--- src/rtl/sync_updown_counter.sv ---
// Synchronous up/down counter with programmable modulus, clear/load, wrap or saturate,
// terminal-count flag, one-cycle wrap pulse and sticky overflow flag.
module sync_updown_counter #(
  parameter int unsigned SIZE      = 4,
  parameter int unsigned MODULUS   = 16,
  parameter int unsigned RESET_VAL = 0
) (
  input  logic            clk,
  input  logic            rst,
  input  logic            en,
  input  logic            mode,
  input  logic            sat,
  input  logic            clr,
  input  logic            load,
  input  logic [SIZE-1:0] d,
  output logic [SIZE-1:0] q,
  output logic [SIZE-1:0] qbar,
  output logic            tc,
  output logic            wrap,
  output logic            ovf
);

  // One extra bit so MODULUS == 2**SIZE stays representable in compares.
  localparam int unsigned     W       = SIZE + 1;
  localparam longint unsigned MOD_L   = 64'(MODULUS);
  localparam longint unsigned LIMIT_L = 64'd1 << SIZE;
  localparam logic [W-1:0]    MOD_W   = W'(MODULUS);
  localparam logic [W-1:0]    TOP_W   = W'(MODULUS - 1);
  localparam logic [SIZE-1:0] TOP_Q   = SIZE'(MODULUS - 1);
  localparam logic [SIZE-1:0] RST_Q   = SIZE'(RESET_VAL);

  if (MODULUS < 2 || MOD_L > LIMIT_L || RESET_VAL >= MODULUS) begin : g_bad_params
    $error("sync_updown_counter: illegal SIZE/MODULUS/RESET_VAL combination");
  end

  logic [W-1:0]    q_ext;
  logic [W-1:0]    d_ext;
  logic            at_top;
  logic            at_zero;
  logic [SIZE-1:0] q_nxt;
  logic            wrap_nxt;
  logic            ovf_nxt;

  assign q_ext   = {1'b0, q};
  assign d_ext   = {1'b0, d};
  assign at_top  = (q_ext == TOP_W);
  assign at_zero = (q_ext == W'(0));

  // Next state: clr > load > en.
  always_comb begin
    q_nxt    = q;
    wrap_nxt = 1'b0;
    ovf_nxt  = ovf;
    if (clr) begin
      q_nxt   = '0;
      ovf_nxt = 1'b0;
    end else if (load) begin
      q_nxt = (d_ext < MOD_W) ? d : TOP_Q;
    end else if (en) begin
      if (mode) begin
        if (!at_top) begin
          q_nxt = SIZE'(q_ext + W'(1));
        end else begin
          ovf_nxt = 1'b1;
          if (!sat) begin
            q_nxt    = '0;
            wrap_nxt = 1'b1;
          end
        end
      end else begin
        if (!at_zero) begin
          q_nxt = SIZE'(q_ext - W'(1));
        end else begin
          ovf_nxt = 1'b1;
          if (!sat) begin
            q_nxt    = TOP_Q;
            wrap_nxt = 1'b1;
          end
        end
      end
    end
  end

  always_ff @(posedge clk or negedge rst) begin
    if (!rst) begin
      q    <= RST_Q;
      wrap <= 1'b0;
      ovf  <= 1'b0;
    end else begin
      q    <= q_nxt;
      wrap <= wrap_nxt;
      ovf  <= ovf_nxt;
    end
  end

  assign qbar = ~q;
  assign tc   = mode ? at_top : at_zero;

endmodule

--- config.mk ---
export PLATFORM = sky130hd
export DESIGN_NAME = sync_updown_counter
export DESIGN_NICKNAME = d
export VERILOG_FILES = /design/src/rtl/sync_updown_counter.sv
export SDC_FILE = /design/constraint.sdc
export NUM_CORES = 1
export LEC_CHECK = 0
export ABC_AREA = 0
export ABC_CLOCK_PERIOD_IN_PS = 2170
export BUFFER_PORTS_ARGS = -buffer_cell sky130_fd_sc_hd__buf_2
export CAP_MARGIN = 0
export CORE_MARGIN = 2
export CORE_UTILIZATION = 28
export CTS_CLUSTER_SIZE = 16
export DETAILED_ROUTE_END_ITERATION = 10
export PLACE_DENSITY_LB_ADDON = 0.05
export SLEW_MARGIN = 25
export SYNTH_ARGS = -nofsm -noshare
export SYNTH_HDL_FRONTEND = slang
export SYNTH_SLANG_ARGS = --single-unit
--- constraint.sdc ---
create_clock -name clk -period 2.17 [get_ports clk]
set_input_delay 0.651 -clock clk [delete_from_list [all_inputs] [get_ports clk]]
set_output_delay 0.651 -clock clk [all_outputs]
set_load 0.05 [all_outputs]
==> flow_results.org <==
** Synthesis
- Of the total synthesized cell area, the portion taken by XOR and XNOR cells is 0.0192.
- The area fraction in compound gates after synthesis is 0.354.
- Number of standard cells after synthesis :: 48
- When the netlist entered floorplanning its net count stood at 61.
- Of the total synthesized cell area, the portion taken by AND, OR, NAND and NOR gates is 0.170.
- Yosys cell types :: 27
- Measured against the total synthesized area, the mux share comes to 0.0220.
- After synthesis, the largest family of logic cells by area is compound AO/OA/AOI/OAI gates.
- Post-synthesis instance area :: 455 µm²
- Adder-cell share of the synthesized area :: 0.0549
- Sequential fraction of the synthesis area :: 0.330
- Dividing the synthesized area by the synthesized cell count gives 9.49 µm².
- Yosys printed 0 warnings.
- Counting flops and latches in the post-synthesis netlist gives 6.

** Job
- Max Cap Viol :: 0

** Worst setup path
- Setup slack on the worst reg-to-reg path comes out at 0.49 ns.
- The worst setup path is launched from a flop.
- Kind of cell with the highest combined delay on the critical path :: simple AND/OR/NAND/NOR gates
- The worst setup path is captured at an output port.
- Cell-by-cell listing of the critical path :: ha_2 > and4_4 > or2_4 > buf_6
- For this run, the slowest stage of the critical path takes 0.43 ns.
- Data on the critical path arrives at its endpoint at 1.49 ns.
- The worst setup path is of the flop to output port kind.
- STA puts the critical path data required time at 1.52 ns.
- Worst-path fanout max :: 3
- CP bufs+invs :: 1
- Crit path max-delay cell type :: dfrtp_2

** STA
- Worst slew margin relative to its limit :: 0.789
- Setup repair after global routing could not meet its margin everywhere.
- Tcrit/Tclk final :: 0.989
- The clock period could shrink to 2.15 ns.
- Slew of the pin with the lowest slew margin :: 0.317 ns
- On the final layout, the worst clock skew is 0.00216 ns.
- Setup violations remaining at the end of the flow were counted as 0.
- The total count of max-transition violations in the final report came to 0.
- Timing would allow up to 466 MHz.
- Total negative slack :: 0 ns
- Final hold viol count :: 0

** Power
- LEAKAGE :: 0.338 nW
- Power per cell area :: 635 nW/µm²
- IR drop worst, VDD :: 0.000177 V

** Clocking
- CTS clk-pin slew, worst paths :: 0.05 ns
- Clock tree synthesis found a total of 6 sinks.
- The clock passes through at most 2 buffers.
- TritonCTS built the clock tree.
- Buffer cell driving the clock tree root :: clkbuf_4
- H-tree depth :: 1
- Clock Latency Late Sink :: 0.25 ns
- TritonCTS created 3 clock buffers.

** Placement
- Final estimated routing congestion in global placement :: 0.761
- Once placement completed, the tool counted placed cells totaling 90.
- Input and output buffers added on the ports amount to 21.
- Summed over all nets, the half-perimeter wirelength after detailed placement is 1080 µm.

** Routing
- Wire length reported by the detailed router :: 1390 µm
- Via/cell ratio :: 5.38
- For this block, the via count after detailed routing is 511.
- The first detailed-routing pass took 5 iterations.
- DRC violation count after routing :: 0
- Number of DRC markers in iteration 0 :: 12
- The detail route stage leaves a number of antenna-violating nets equal to 0.
- Drt wl/cell :: 14.6 µm

** Status
- Run status :: completed

** Finish
- Diodes inserted :: 0
- Post-layout net count :: 94
- Of the cells placed in the final design, the portion with a size suffix greater than 1 is 0.570.
- Signed area change from the synthesized netlist to the final layout :: 52.5%
- The layout has 152 filler cells.
- Final Non-Filler Cells :: 95

** Global routing
- The number of antenna violations at the first check in global routing came to 0.
- Entering global routing, the biggest net connects 9 pins.
- Gr usage total :: 0.167
- Via count of the first global-routing pass :: 475
- The first global-routing pass estimated 2240 µm of wire.
- Congestion Overflow GR :: 0

** Floorplan
- The die covers 1970 µm².
- # IOs :: 22
- The initial utilization of the core area, before any placement, comes to 0.299.
- After floorplanning, the core was sized to cover 1520 µm².
- Std-Cell Rows :: 14
- Die W :: 44.3 µm
- From bottom edge to top edge, the die measures 44.3 µm.

** Worst hold path
- Hold crit path type :: primary input to async pin
layout make-up:
class | count | area, µm² | share of cell area
Clock buffer | 3 | 22.5 | 0.0324
Timing Repair Buffer | 28 | 164 | 0.236
Multi-Input combinational cell | 36 | 309 | 0.445
Inverter | 6 | 26.3 | 0.0378
Sequential cell | 6 | 153 | 0.220
Tap cell | 16 | 20.0 | 0.0288
routing by layer:
layer  part of all wire  global-route usage  wire length [µm]  vias to the layer above
li1                   -                   -                 -                      250
met1               0.46               0.214               645                      239
met2               0.46               0.253               638                       19
met3              0.052              0.0245                72                        3
met4              0.024               0.127                34                        0
met5                  0                   0                 0                        -
kinds of logic (layout without fill, tap and decap cells):
kind of cell	Yosys count	count (layout)
compound gates	20	20
fa+ha+maj	2	2
buf+inv	6	37
mux	1	1
flops	6	6
simple gates	12	12
xor+xnor	1	1
state kept, by name, summed over array words and instances, names as in the netlist:
name and count:
wrap 1, ovf 1, q 4
Yosys cell counts:
| cell type | number | share of area |
|---|---|---|
| mux2i_1 | 1 | 0.022 |
| and4b_1 | 1 | 0.022 |
| nand3_1 | 1 | 0.011 |
| and4_4 | 1 | 0.025 |
| inv_1 | 5 | 0.041 |
| o31ai_1 | 2 | 0.033 |
| a31oi_1 | 1 | 0.014 |
| a311oi_2 | 1 | 0.033 |
| o21a_2 | 1 | 0.019 |
| nor2_1 | 5 | 0.041 |
| xor2_1 | 1 | 0.019 |
| dfrtp_1 | 6 | 0.33 |
| or2_1 | 1 | 0.014 |
| inv_2 | 1 | 0.0082 |
| a21oi_1 | 4 | 0.044 |
| o311ai_1 | 2 | 0.038 |
| a21boi_2 | 1 | 0.025 |
| o41ai_2 | 1 | 0.036 |
| o211ai_1 | 2 | 0.033 |
| ha_1 | 2 | 0.055 |
| o21bai_1 | 1 | 0.016 |
| nor4_1 | 1 | 0.014 |
| a31o_1 | 1 | 0.019 |
| o311a_1 | 1 | 0.022 |
| nor3_1 | 1 | 0.011 |
| o21ai_1 | 2 | 0.022 |
| nor4b_2 | 1 | 0.033 |
per-stage QoR:
step / utilization / hold slack (ns) / total power, mW / worst slack [ns] / area [µm²]
3_3_place_gp: 0.425 / 0.479 / 0.330 / 0.0935 / 648
5_1_grt: 0.456 / 0.208 / 0.468 / -0.0208 / 694
4_1_cts: 0.456 / 0.210 / 0.447 / 0.00923 / 694
2_1_floorplan: - / 0.355 / 0.264 / -0.182 / 485
3_5_place_dp: 0.425 / 0.483 / 0.327 / 0.0906 / 648
6_report: 0.456 / 0.215 / 0.441 / 0.0243 / 694
placed cells by master (no fill, tap or decap), drive strengths merged:
| cell | n |
|---|---|
| dfrtp | 6 |
| mux2i | 1 |
| nor2 | 5 |
| o21ai | 2 |
| a21oi | 4 |
| and4 | 1 |
| xor2 | 1 |
| o311a | 1 |
| nor3 | 1 |
| buf | 28 |
| ha | 2 |
| inv | 5 |
| o31ai | 2 |
| clkbuf | 3 |
| or2 | 1 |
| clkinvlp | 1 |
| o41ai | 1 |
| a21boi | 1 |
| nand3 | 1 |
| o211ai | 2 |
| o21a | 1 |
| o311ai | 2 |
| nor4b | 1 |
| and4b | 1 |
| a31o | 1 |
| a31oi | 1 |
| nor4 | 1 |
| o21bai | 1 |
| a311oi | 1 |
what timing repair did:
action	in CTS	in global routing
buffers inserted	2	0
hold buffers	0	0
resized for setup	3	1
pin swaps	0	1
endpoints found under the setup margin	1	1
worst reg2reg max path, cell delays in order, from the launching register on:
cell        delay (ns)
dfrtp_2           0.41
clkinvlp_4        0.12
ha_4              0.17
nor4b_4           0.13
buf_4             0.15
o21a_2            0.21
o311ai_1          0.26
o31ai_1           0.12
where the power goes:
group	internal [mW]	leakage [nW]	switching, mW
registers	0.121	0.0770	0.0139
logic	0.0726	0.247	0.126
clock network	0.0628	0.0138	0.0443
total	0.256	0.338	0.185
path summary, 6_finish.rpt:
check	depth (start not counted)	start	to
min	1	rst	q[2]
max in group asynchronous	1	rst	q[0]
max reg2reg	7	q[0]	q[2]
min in group clk	2	ovf	ovf
max	4	q[0]	tc
min reg2reg	2	ovf	ovf
Note: power is estimated with default switching activity, not from simulation.
